$ cat src/rtl/apb_pkg.sv
// rtl/apb_pkg.sv - shared types and default constants for the APB master sequencer
package apb_pkg;

    typedef enum logic [1:0] {
        IDLE   = 2'd0,
        SETUP  = 2'd1,
        ACCESS = 2'd2,
        DONE   = 2'd3
    } apb_state_t;

    typedef logic [7:0] data_t;
    typedef logic [7:0] addr_t;

    localparam logic [1:0] IDLE_SEL_DEF       = 2'b00;
    localparam data_t      ERR_DATA_DEF       = 8'hFF;
    localparam int         TIMEOUT_CYCLES_DEF = 64;

endpackage

$ cat src/rtl/apb_resp_mux.sv
// rtl/apb_resp_mux.sv - picks ready/rdata of the slave addressed by sel; slave 1 wins on id clash
module apb_resp_mux
    import apb_pkg::*;
(
    input  logic [1:0] sel,
    input  logic [1:0] id1,
    input  logic [1:0] id2,
    input  logic       s1_ready,
    input  logic       s2_ready,
    input  data_t      s1_rdata,
    input  data_t      s2_rdata,
    output logic       sel_ready,
    output data_t      sel_rdata,
    output logic       decode_hit
);

    logic hit1;
    logic hit2;

    always_comb begin
        hit1       = (sel == id1);
        hit2       = (sel == id2);
        decode_hit = hit1 | hit2;
        if (hit1) begin
            sel_ready = s1_ready;
            sel_rdata = s1_rdata;
        end else begin
            sel_ready = s2_ready;
            sel_rdata = s2_rdata;
        end
    end

endmodule

$ cat src/rtl/apb_master_ctrl.sv
// rtl/apb_master_ctrl.sv - single-outstanding APB SETUP/ACCESS sequencer for two slaves
module apb_master_ctrl
    import apb_pkg::*;
#(
    parameter logic [1:0] IDLE_SEL       = IDLE_SEL_DEF,
    parameter data_t      ERR_DATA       = ERR_DATA_DEF,
    parameter int         TIMEOUT_CYCLES = TIMEOUT_CYCLES_DEF
) (
    input  logic       clk,
    input  logic       reset,
    input  logic       start,
    input  logic       write,
    input  logic [1:0] sel,
    input  addr_t      addr,
    input  data_t      wdata,
    input  logic [7:0] wait_cycles,
    input  logic [1:0] id1,
    input  logic [1:0] id2,
    output data_t      rdata,
    output logic       stable,
    output logic       error,
    output logic       apb_write,
    output logic [1:0] apb_sel,
    output logic       apb_enable,
    output addr_t      apb_addr,
    output data_t      apb_wdata,
    output logic [7:0] apb_wait_cycles,
    input  logic       s1_ready,
    input  logic       s2_ready,
    input  data_t      s1_rdata,
    input  data_t      s2_rdata
);

    apb_state_t state_q;
    data_t      rdata_q;
    logic       stable_q;
    logic       error_q;
    logic       apb_write_q;
    logic [1:0] apb_sel_q;
    logic       apb_enable_q;
    addr_t      apb_addr_q;
    data_t      apb_wdata_q;
    logic [7:0] apb_wait_q;

`ifdef APB_TIMEOUT_EN
    localparam logic [7:0] TO_LAST = 8'(TIMEOUT_CYCLES - 1);
    logic [7:0] cnt_q;
`endif

    logic [1:0] mux_sel;
    logic       sel_ready;
    data_t      sel_rdata;
    logic       decode_hit;

    assign mux_sel = (state_q == IDLE) ? sel : apb_sel_q;

    apb_resp_mux u_resp_mux (
        .sel        (mux_sel),
        .id1        (id1),
        .id2        (id2),
        .s1_ready   (s1_ready),
        .s2_ready   (s2_ready),
        .s1_rdata   (s1_rdata),
        .s2_rdata   (s2_rdata),
        .sel_ready  (sel_ready),
        .sel_rdata  (sel_rdata),
        .decode_hit (decode_hit)
    );

    always_ff @(posedge clk) begin
        if (reset) begin
            state_q      <= IDLE;
            rdata_q      <= '0;
            stable_q     <= 1'b0;
            error_q      <= 1'b0;
            apb_write_q  <= 1'b0;
            apb_sel_q    <= IDLE_SEL;
            apb_enable_q <= 1'b0;
            apb_addr_q   <= '0;
            apb_wdata_q  <= '0;
            apb_wait_q   <= '0;
`ifdef APB_TIMEOUT_EN
            cnt_q        <= '0;
`endif
        end else begin
            case (state_q)
                IDLE: begin
                    if (start) begin
                        apb_write_q <= write;
                        apb_addr_q  <= addr;
                        apb_wdata_q <= wdata;
                        apb_wait_q  <= wait_cycles;
                        if (decode_hit) begin
                            apb_sel_q <= sel;
                            state_q   <= SETUP;
`ifdef APB_TIMEOUT_EN
                            cnt_q     <= '0;
`endif
                        end else begin
                            error_q <= 1'b1;
                            rdata_q <= ERR_DATA;
                            state_q <= DONE;
                        end
                    end
                end
                SETUP: begin
                    apb_enable_q <= 1'b1;
                    state_q      <= ACCESS;
                end
                ACCESS: begin
                    if (sel_ready) begin
                        if (!apb_write_q) begin
                            rdata_q <= sel_rdata;
                        end
                        error_q      <= 1'b0;
                        stable_q     <= 1'b1;
                        apb_enable_q <= 1'b0;
                        apb_sel_q    <= IDLE_SEL;
                        state_q      <= DONE;
                    end
`ifdef APB_TIMEOUT_EN
                    else if (cnt_q == TO_LAST) begin
                        rdata_q      <= ERR_DATA;
                        error_q      <= 1'b1;
                        stable_q     <= 1'b1;
                        apb_enable_q <= 1'b0;
                        apb_sel_q    <= IDLE_SEL;
                        state_q      <= DONE;
                    end else begin
                        cnt_q <= cnt_q + 8'd1;
                    end
`endif
                end
                DONE: begin
                    if (stable_q) begin
                        stable_q <= 1'b0;
                        state_q  <= IDLE;
                    end else begin
                        stable_q <= 1'b1;
                    end
                end
                default: state_q <= IDLE;
            endcase
        end
    end

    assign rdata           = rdata_q;
    assign stable          = stable_q;
    assign error           = error_q;
    assign apb_write       = apb_write_q;
    assign apb_sel         = apb_sel_q;
    assign apb_enable      = apb_enable_q;
    assign apb_addr        = apb_addr_q;
    assign apb_wdata       = apb_wdata_q;
    assign apb_wait_cycles = apb_wait_q;

endmodule

$ cat config.mk
export PLATFORM = sky130hd
export DESIGN_NAME = apb_master_ctrl
export DESIGN_NICKNAME = d
export VERILOG_FILES = /design/src/rtl/apb_pkg.sv /design/src/rtl/apb_resp_mux.sv /design/src/rtl/apb_master_ctrl.sv
export SDC_FILE = /design/constraint.sdc
export NUM_CORES = 1
export LEC_CHECK = 0
export CORE_ASPECT_RATIO = 0.6
export CORE_MARGIN = 2
export CORE_UTILIZATION = 37
export CTS_BUF_LIST = sky130_fd_sc_hd__clkbuf_16
export CTS_CLUSTER_SIZE = 20
export DETAILED_ROUTE_END_ITERATION = 8
export PLACE_DENSITY = 0.75
export SYNTH_ARGS = -nofsm -noshare
export SYNTH_HDL_FRONTEND = slang
export SYNTH_SLANG_ARGS = --single-unit
$ cat constraint.sdc
create_clock -name clk -period 2.1 [get_ports clk]
set_input_delay 0.315 -clock clk [delete_from_list [all_inputs] [get_ports clk]]
set_output_delay 0.315 -clock clk [all_outputs]
set_load 0.01 [all_outputs]
# Word-level counts from Yosys, hierarchy flattened
# Index checks and enable logic that the tools add are counted.
# totals
ff_bits,40
word_cells,58
# classes
reduce_logical,11
eq_ne,11
bitwise_logic,1
n_mux,25
# ops
cell,n
two-way mux 8 bit,5
two-way mux 2 bit,8
one-hot mux 8 bit (2 select lines),1
!= test 2 bit (second input constant),6
one-hot mux 2 bit (4 select lines),1
AND reduction 4 bit,2
two-way mux 1 bit,6
one-hot mux 1 bit (2 select lines),3
AND reduction 2 bit,3
nonzero test 2 bit,3
AND reduction 5 bit,1
equality test 2 bit,2
equality test 2 bit (second input constant),2
one-hot mux 2 bit (2 select lines),1
AND reduction 3 bit,1
equality test 2 x 1 -> 1 bit (second input constant),1
logical NOT 2 bit,1
OR 1 bit,1

# Longest topological paths before layout
# Gate-level depths: netlist of run 1.
# depth
depth_word,7
mapped_depth,9

# Modules after synthesis
# Synthesis of run 1 repeated with hierarchy kept, for this count alone.
# unflattened
cells_unflattened,213
hier_area_um2,1841.8
# modules_own_cells
module,seq_area_each_um2,instances,area_each_um2,cells_each
apb_master_ctrl,800.8,1,1654.1,198
apb_resp_mux,0.0,1,187.7,15

# Worst setup path after synthesis of run 1
# Ideal clock, no wire load.
# synth_path
path_type,register to register
start,register state_q[0]
end,register rdata_q[0] (netlist: rdata[0])
path_stages_with_launch,9
setup_ns,0.086
period_less_slack_ns,2.006
n_path_buf,1
arrival_ns,1.919
setup_slack_ns,0.094
required_time_ns,2.014
path_cell_list,dfxtp_1 -> inv_1 -> ha_1 -> buf_6 -> mux2i_4 -> xor2_2 -> a211oi_4 -> o221ai_4 -> a221oi_2
# synth_via
elab_chain_len,7
word_cells_on_any_way,17
# synth_lines
element,line_no,text
"start, declared",apb_master_ctrl.sv:34,apb_state_t state_q;
"start signal, assigned",apb_master_ctrl.sv:72,state_q <= IDLE;
"start signal, assigned",apb_master_ctrl.sv:95,state_q <= SETUP;
"start signal, assigned",apb_master_ctrl.sv:102,state_q <= DONE;
logical NOT 2 bit,"apb_master_ctrl.sv:55, apb_master_ctrl.sv:86",
two-way mux 2 bit,apb_master_ctrl.sv:55,assign mux_sel = (state_q == IDLE) ? sel : apb_sel_q;
equality test 2 bit,apb_resp_mux.sv:21,hit1 = (sel == id1);
two-way mux 8 bit,apb_resp_mux.sv:24,if (hit1) begin
two-way mux 8 bit,apb_master_ctrl.sv:112,if (!apb_write_q) begin
two-way mux 8 bit,apb_master_ctrl.sv:111,if (sel_ready) begin
one-hot mux 8 bit (2 select lines),apb_master_ctrl.sv:86,case (state_q)
"end signal, assigned",apb_master_ctrl.sv:113,rdata_q <= sel_rdata;
"end, declared",apb_master_ctrl.sv:35,data_t rdata_q;
# Several ways; a longest one is shown, not always the timed one. The select of a mux whose other input is x is not followed.
# A chain may end at the register's enable or synchronous reset.

# Final worst setup path of run 1
# layout_path
start,register state_q[0]
end,register rdata_q[7] (netlist: rdata[7])
# Same word-level chain as after synthesis.

==> results.sh, run 1 <==
export IMPL_cts_sinks=40
export IMPL_synthToLayoutAreaGrowth_pct=64.4
export IMPL_syn_area_um2=1980
export IMPL_internal_power_mw=2.41
export IMPL_synth_cells=219
export IMPL_placementRows=20
export IMPL_synth_warnings=0
export IMPL_worst_pin_slew_ps=476
export IMPL_setup_tns_ps=0
export IMPL_ant_nets=0
export IMPL_synthAdderAreaFrac_pct=1.89
export IMPL_multi_input_comb_area_um2=1120
export IMPL_setup_violations=0
export IMPL_layout_nets=380
export IMPL_synth_mux_area_fraction_pct=2.27
export IMPL_min_period_over_period_pct=99.4
export IMPL_synth_xor_area_share_pct=4.73
export IMPL_antenna_found_initial=0
export IMPL_final_layout_size_suffix_gt1_share_pct=17.5
export IMPL_htree_levels=2
export IMPL_synth_compound_area_share_pct=26.2
export IMPL_clock_skew_ps=5.59
export IMPL_grt_ovfl_total=0
export IMPL_yosys_area_share_simple_pct=18.7
export IMPL_p_seq_share_pct=27.5
export IMPL_finalMaxSlewViolations=0
export IMPL_pin_count=90
export IMPL_synth_top_family_by_area="compound AO/OA/AOI/OAI gates"
export IMPL_clk_path_buf_depth=2
export IMPL_n_antenna_cell=0
export IMPL_hold_path_class="reg -> reg"
export IMPL_io_buffer_count=89
export IMPL_avgSynthCellArea_um2=9.06
export IMPL_vias_per_cell=5.07
export IMPL_hpwl_um=4350
export IMPL_grt_pass1_wl_um=9050
export IMPL_powerDensity_nw_per_um2=1160
export IMPL_pwr_share_comb_pct=53.9
export IMPL_path_clk_slew_ps=60
export IMPL_critPathMaxFanout=8
export IMPL_maxCapViolations=0
export IMPL_cts_tree="yes"
export IMPL_worstSetupPathType="reg -> reg"
export IMPL_swShare_pct=36.5
export IMPL_yosys_area_top_type="dfxtp_1"
export IMPL_floorplan_initialDensity_pct=38.9
export IMPL_wirelength_um=5820
export IMPL_routedWlPerCell_um=14.9
export IMPL_fp_dieH_um=60.7
export IMPL_fmax_ghz=0.479
export IMPL_clkPwrFrac_pct=18.6
export IMPL_layout_setup_ws_ps=11.7
export IMPL_drtIter0Drc=69
export IMPL_insertion_delay_ps=280
export IMPL_final_fill_count=453
export IMPL_critPathLaunchType="flip-flop"
export IMPL_power_net_switching_mw=1.39
export IMPL_clock_root_buffer="clkbuf_16"
export IMPL_place_congestion=0.814
export IMPL_die_area_um2=5980
export IMPL_synth_top_area_share_pct=40.4
export IMPL_ys_seq_elements=40
export IMPL_layout_common_cells="88 x clkdlybuf4s50_1, 57 x nand2_1, 39 x dfxtp_1, 26 x a21oi_1, 19 x buf_4"
export IMPL_period_needed_ps=2090
export IMPL_cts_buffers=5
export IMPL_max_vdd_ir_drop_uv=516
export IMPL_coreArea_um2=5100
export IMPL_postLayoutCoreUtil_pct=63.9
export IMPL_seqCellArea_um2=802
export IMPL_hold_violations=0
export IMPL_syn_nets=274
export IMPL_pre_cts_ws_ps=-257
export IMPL_grt_max_degree=24
export IMPL_die_x_um=98.5
export IMPL_synth_area_top_cells="dfxtp_1 40%, nand2_1 11%, a21oi_1 6.8%"
export IMPL_synth_cell_type_count=38
export IMPL_final_common_cell="clkdlybuf4s50_1"
export IMPL_grt_usage_pct=19.5
export IMPL_required_ps=2290
export IMPL_grt_pass1_vias=1875
export IMPL_leakage_nw=1.19
export IMPL_worstSetupEndpointType="flip-flop"
export IMPL_dr_pass1_iters=5
export IMPL_drcViolationCount=0
export IMPL_vias=1981
export IMPL_timing_hold_ws_ps=453
export IMPL_ys_seq_area_share_pct=40.4
export IMPL_arrival_ps=2280
export IMPL_rsz0062_at_grt="true"
export IMPL_status="completed"
export IMPL_slew_headroom_pct=68.3
==> power by group through the flow <==
stage | clock [mW] | combinational [mW] | sequential, mW
after floorplan | 0 | 1.03 | 1.13
after global placement | 0 | 1.85 | 1.05
final | 0.707 | 2.04 | 1.04
after global routing | 0.759 | 2.20 | 1.07
after detailed placement | 0 | 1.88 | 1.06
after CTS | 0.718 | 1.99 | 1.04
==> critical path: stages (launching register included) <==
cell and delay (ps):
dfxtp_2 320, inv_2 70, ha_4 180, mux2i_4 390
xor2_4 170, a211oi_4 330, o221ai_4 140, buf_12 170
a221oi_2 220
==> cell usage after synthesis, drive strengths merged <==
master	n
nand2	57
a31oi	4
nor4	1
o32ai	1
a31o	1
buf	2
a32oi	1
nand3b	2
xor2	4
mux2i	2
ha	3
a211oi	2
a22oi	1
o2bb2ai	2
dfxtp	40
nor2	5
o21ai	2
nand2b	1
a311oi	1
nand3	3
or4	8
a2bb2oi	1
o31ai	9
a221oi	8
inv	16
a21oi	27
xnor2	2
o21a	1
clkbuf	9
o221ai	2
a41oi	1
==> metal layers <==
| metal | part of all wire, % | GRT usage [%] |
|---|---|---|
| met5 | 0 | 0 |
| met4 | 0.82 | 4.89 |
| met3 | 9.7 | 7.49 |
| met2 | 42 | 30.5 |
| met1 | 47 | 26.0 |
==> final timing paths <==
| path | endpoint | slack [ps] | startpoint | depth (start not counted) |
|---|---|---|---|---|
| hold / removal | apb_addr[6] | 450 | apb_addr[6] | 2 |
| hold reg to reg | apb_addr[6] | 450 | apb_addr[6] | 2 |
| setup reg to reg | rdata[7] | 10 | state_q[0] | 8 |
| setup / recovery | rdata[7] | 10 | state_q[0] | 8 |
==> final cells by class <==
class / count / area share (%)
inverters: 16 / 1.84
repair buffers: 110 / 32.7
clock inverters: 2 / 0.268
multi-input cells: 152 / 34.2
well taps: 66 / 2.53
clock buffers: 5 / 3.83
flip-flops and latches: 40 / 24.6
==> through the flow <==
| stage | instance area (µm²) | instances | power, mW |
|---|---|---|---|
| 2_1_floorplan | 1980 | 219 | 2.16 |
| 3_3_place_gp | 3050 | 381 | 2.90 |
| 3_5_place_dp | 3050 | 381 | 2.94 |
| 4_1_cts | 3220 | 390 | 3.75 |
| 5_1_grt | 3260 | 391 | 4.03 |
| 6_report | 3260 | 391 | 3.79 |
==> cells by family (layout without fill, tap and decap cells) <==
logic type	count (synthesis)	after routing
xor+xnor	6	6
flops	40	40
simple gates	77	77
mux	2	2
fa+ha+maj	3	3
buf+inv	27	133
compound gates	64	64
==> timing repair <==
item	CTS	global route
pin swaps	2	12
endpoints found under the setup margin	13	14
setup buffers	2	1
hold buffers	0	0
gates resized for setup	2	7
==> state kept, by name, summed over array words and instances, names as in the netlist <==
signal and count:
apb_wdata 8, apb_write 1, apb_addr 8, error 1, stable 1, state_q 2, rdata 8, apb_wait_cycles 8
apb_enable 1, apb_sel 2
(Power assumes the default switching activity.)
==> run 2, diff against run 1 <==
--- a/config.mk
+++ b/config.mk
@@ -5,6 +5,7 @@
 export SDC_FILE = /design/constraint.sdc
 export NUM_CORES = 1
 export LEC_CHECK = 0
+export CAP_MARGIN = 20
 export CORE_ASPECT_RATIO = 0.6
 export CORE_MARGIN = 2
 export CORE_UTILIZATION = 37
==> results of run 2 <==
No change in the layout: final DEF, timing and power equal those of run 1.
==> run 3, diff against run 2 <==
--- a/config.mk
+++ b/config.mk
@@ -8,11 +8,11 @@
 export CAP_MARGIN = 20
 export CORE_ASPECT_RATIO = 0.6
 export CORE_MARGIN = 2
-export CORE_UTILIZATION = 37
+export CORE_UTILIZATION = 40
 export CTS_BUF_LIST = sky130_fd_sc_hd__clkbuf_16
 export CTS_CLUSTER_SIZE = 20
 export DETAILED_ROUTE_END_ITERATION = 8
-export PLACE_DENSITY = 0.75
+export PLACE_DENSITY = 0.78
 export SYNTH_ARGS = -nofsm -noshare
 export SYNTH_HDL_FRONTEND = slang
 export SYNTH_SLANG_ARGS = --single-unit
==> constraint.sdc (replaced) <==
create_clock -name clk -period 2.3 [get_ports clk]
set_input_delay 0.345 -clock clk [delete_from_list [all_inputs] [get_ports clk]]
set_output_delay 0.345 -clock clk [all_outputs]
set_load 0.01 [all_outputs]
==> results.sh, run 3 (synthesis results as in run 1) <==
export IMPL_finalMaxSlewViolations=0
export IMPL_p_seq_share_pct=29.6
export IMPL_wirelength_um=5520
export IMPL_drcViolationCount=0
export IMPL_fmax_ghz=0.467
export IMPL_holdBufCountCts=0
export IMPL_endpoint="rdata[4]"
export IMPL_worstSetupEndpointType="flip-flop"
export IMPL_powerDensity_nw_per_um2=1040
export IMPL_clock_root_buffer="clkbuf_16"
export IMPL_place_congestion=0.863
export IMPL_hpwl_um=4140
export IMPL_clk_path_buf_depth=2
export IMPL_insertion_delay_ps=270
export IMPL_drtIter0Drc=64
export IMPL_placementRows=19
export IMPL_clkPwrFrac_pct=19.8
export IMPL_grt_ovfl_total=0
export IMPL_swShare_pct=37.2
export IMPL_fp_dieH_um=58.6
export IMPL_worst_pin_slew_ps=547
export IMPL_hold_violations=0
export IMPL_path_clk_slew_ps=60
export IMPL_seqCellArea_um2=801
export IMPL_rsz0062_at_grt="false"
export IMPL_cts_tree="yes"
export IMPL_antenna_found_initial=0
export IMPL_critPathMaxFanout=8
export IMPL_hold_path_class="in -> reg"
export IMPL_period_needed_ps=2140
export IMPL_pwr_share_comb_pct=50.6
export IMPL_worstSetupPathType="reg -> reg"
export IMPL_htree_levels=2
export IMPL_cp_startpoint="state_q[0]"
export IMPL_required_ps=2490
export IMPL_layout_nets=367
export IMPL_rr_worst_depth=7
export IMPL_final_fill_count=375
export IMPL_setup_violations=0
export IMPL_grt_pass1_vias=1801
export IMPL_final_layout_size_suffix_gt1_share_pct=12.5
export IMPL_leakage_nw=1.12
export IMPL_dr_pass1_iters=4
export IMPL_power_mw=3.25
export IMPL_die_x_um=94.9
export IMPL_coreArea_um2=4680
export IMPL_cts_sinks=40
export IMPL_layout_common_cells="88 x clkdlybuf4s50_1, 57 x nand2_1, 40 x dfxtp_1, 27 x a21oi_1, 18 x inv_1"
export IMPL_vias=1929
export IMPL_internal_power_mw=2.04
export IMPL_max_vdd_ir_drop_uv=478
export IMPL_floorplan_initialDensity_pct=42.4
export IMPL_post_cts_buffers=0
export IMPL_r2r_start="state_q[0]"
export IMPL_arrival_ps=2330
export IMPL_final_common_cell="clkdlybuf4s50_1"
export IMPL_slew_headroom_pct=63.3
export IMPL_r2r_end="rdata[4]"
export IMPL_io_buffer_count=89
export IMPL_vias_per_cell=5.13
export IMPL_die_area_um2=5560
export IMPL_pin_count=90
export IMPL_n_antenna_cell=0
export IMPL_power_net_switching_mw=1.21
export IMPL_multi_input_comb_area_um2=1090
export IMPL_routedWlPerCell_um=14.7
export IMPL_grt_pass1_wl_um=8870
export IMPL_setup_tns_ps=0
export IMPL_maxCapViolations=0
export IMPL_min_period_over_period_pct=93.1
export IMPL_grt_max_degree=36
export IMPL_clock_skew_ps=2.78
export IMPL_grt_usage_pct=20.5
export IMPL_postLayoutCoreUtil_pct=66.5
export IMPL_critPathLaunchType="flip-flop"
export IMPL_ant_nets=0
export IMPL_cts_buffers=5
export IMPL_synthToLayoutAreaGrowth_pct=57.0
export IMPL_status="completed"
export IMPL_ff2ff_setup_slack_ps=160
[run 3: changes by cell type in the layout (fill, tap and decap cells not counted), sizes merged]
cell and change:
inv +1, buf -13
[run 3: timing repair]
action / 4_1_cts / 5_1_grt
resized for setup: 1 / 2
endpoints found under the setup margin: 8 / 13
cloned: 0 / 0
pin swaps: 0 / 0
[run 3: worst max-delay path, stage by stage, from the launching register on]
cell and delay (ps):
dfxtp_1 330, inv_1 120, ha_4 210, mux2i_4 380, xor2_4 160, a211oi_4 300
o221ai_4 230, a221oi_2 320
[run 3: per-layer routing]
layer	up-vias	track usage, %	share of wire [%]
li1	967	-	-
met1	895	30.6	48
met2	67	29.1	42
met3	0	7.94	9.7
met4	0	2.28	0
met5	-	0	0
[run 3: area by class of cell]
cell class / count / share of cell area (%)
Inverter: 16 / 1.93
Multi-Input combinational cell: 152 / 35.1
Tap cell: 63 / 2.53
Timing Repair Buffer: 97 / 30.4
Clock inverter: 3 / 0.361
Clock buffer: 5 / 4.02
Sequential cell: 40 / 25.7
[run 3: through the flow]
step / worst slack (ps) / std cells / hold slack [ps] / area (µm²)
detailed placement: 10.7 / 368 / 446 / 2960
floorplan: 294 / 219 / 462 / 1980
global route: 3.02 / 376 / 338 / 3120
global placement: 28.0 / 368 / 440 / 2960
CTS: 82.2 / 376 / 324 / 3090
finish: 158 / 376 / 331 / 3120
[run 3: worst min path at each step]
stage / endpoint / cells past startpoint / start / slack [ps]
finish: apb_wait_cycles[3] / 2 / reset / 330
global route: apb_wait_cycles[3] / 2 / reset / 340
CTS: apb_wait_cycles[3] / 2 / reset / 320
detailed placement: apb_wait_cycles[7] / 2 / apb_wait_cycles[7] / 450
global placement: apb_wdata[7] / 2 / apb_wdata[7] / 440
floorplan: apb_sel[0] / 1 / sel[0] / 460
[run 3: power by group through the flow]
stage | logic (mW) | clock network [mW] | registers [mW]
finish | 1.64 | 0.642 | 0.962
global route | 1.79 | 0.689 | 0.981
CTS | 1.61 | 0.651 | 0.964
detailed placement | 1.59 | 0 | 0.977
global placement | 1.57 | 0 | 0.974
floorplan | 0.942 | 0 | 1.03
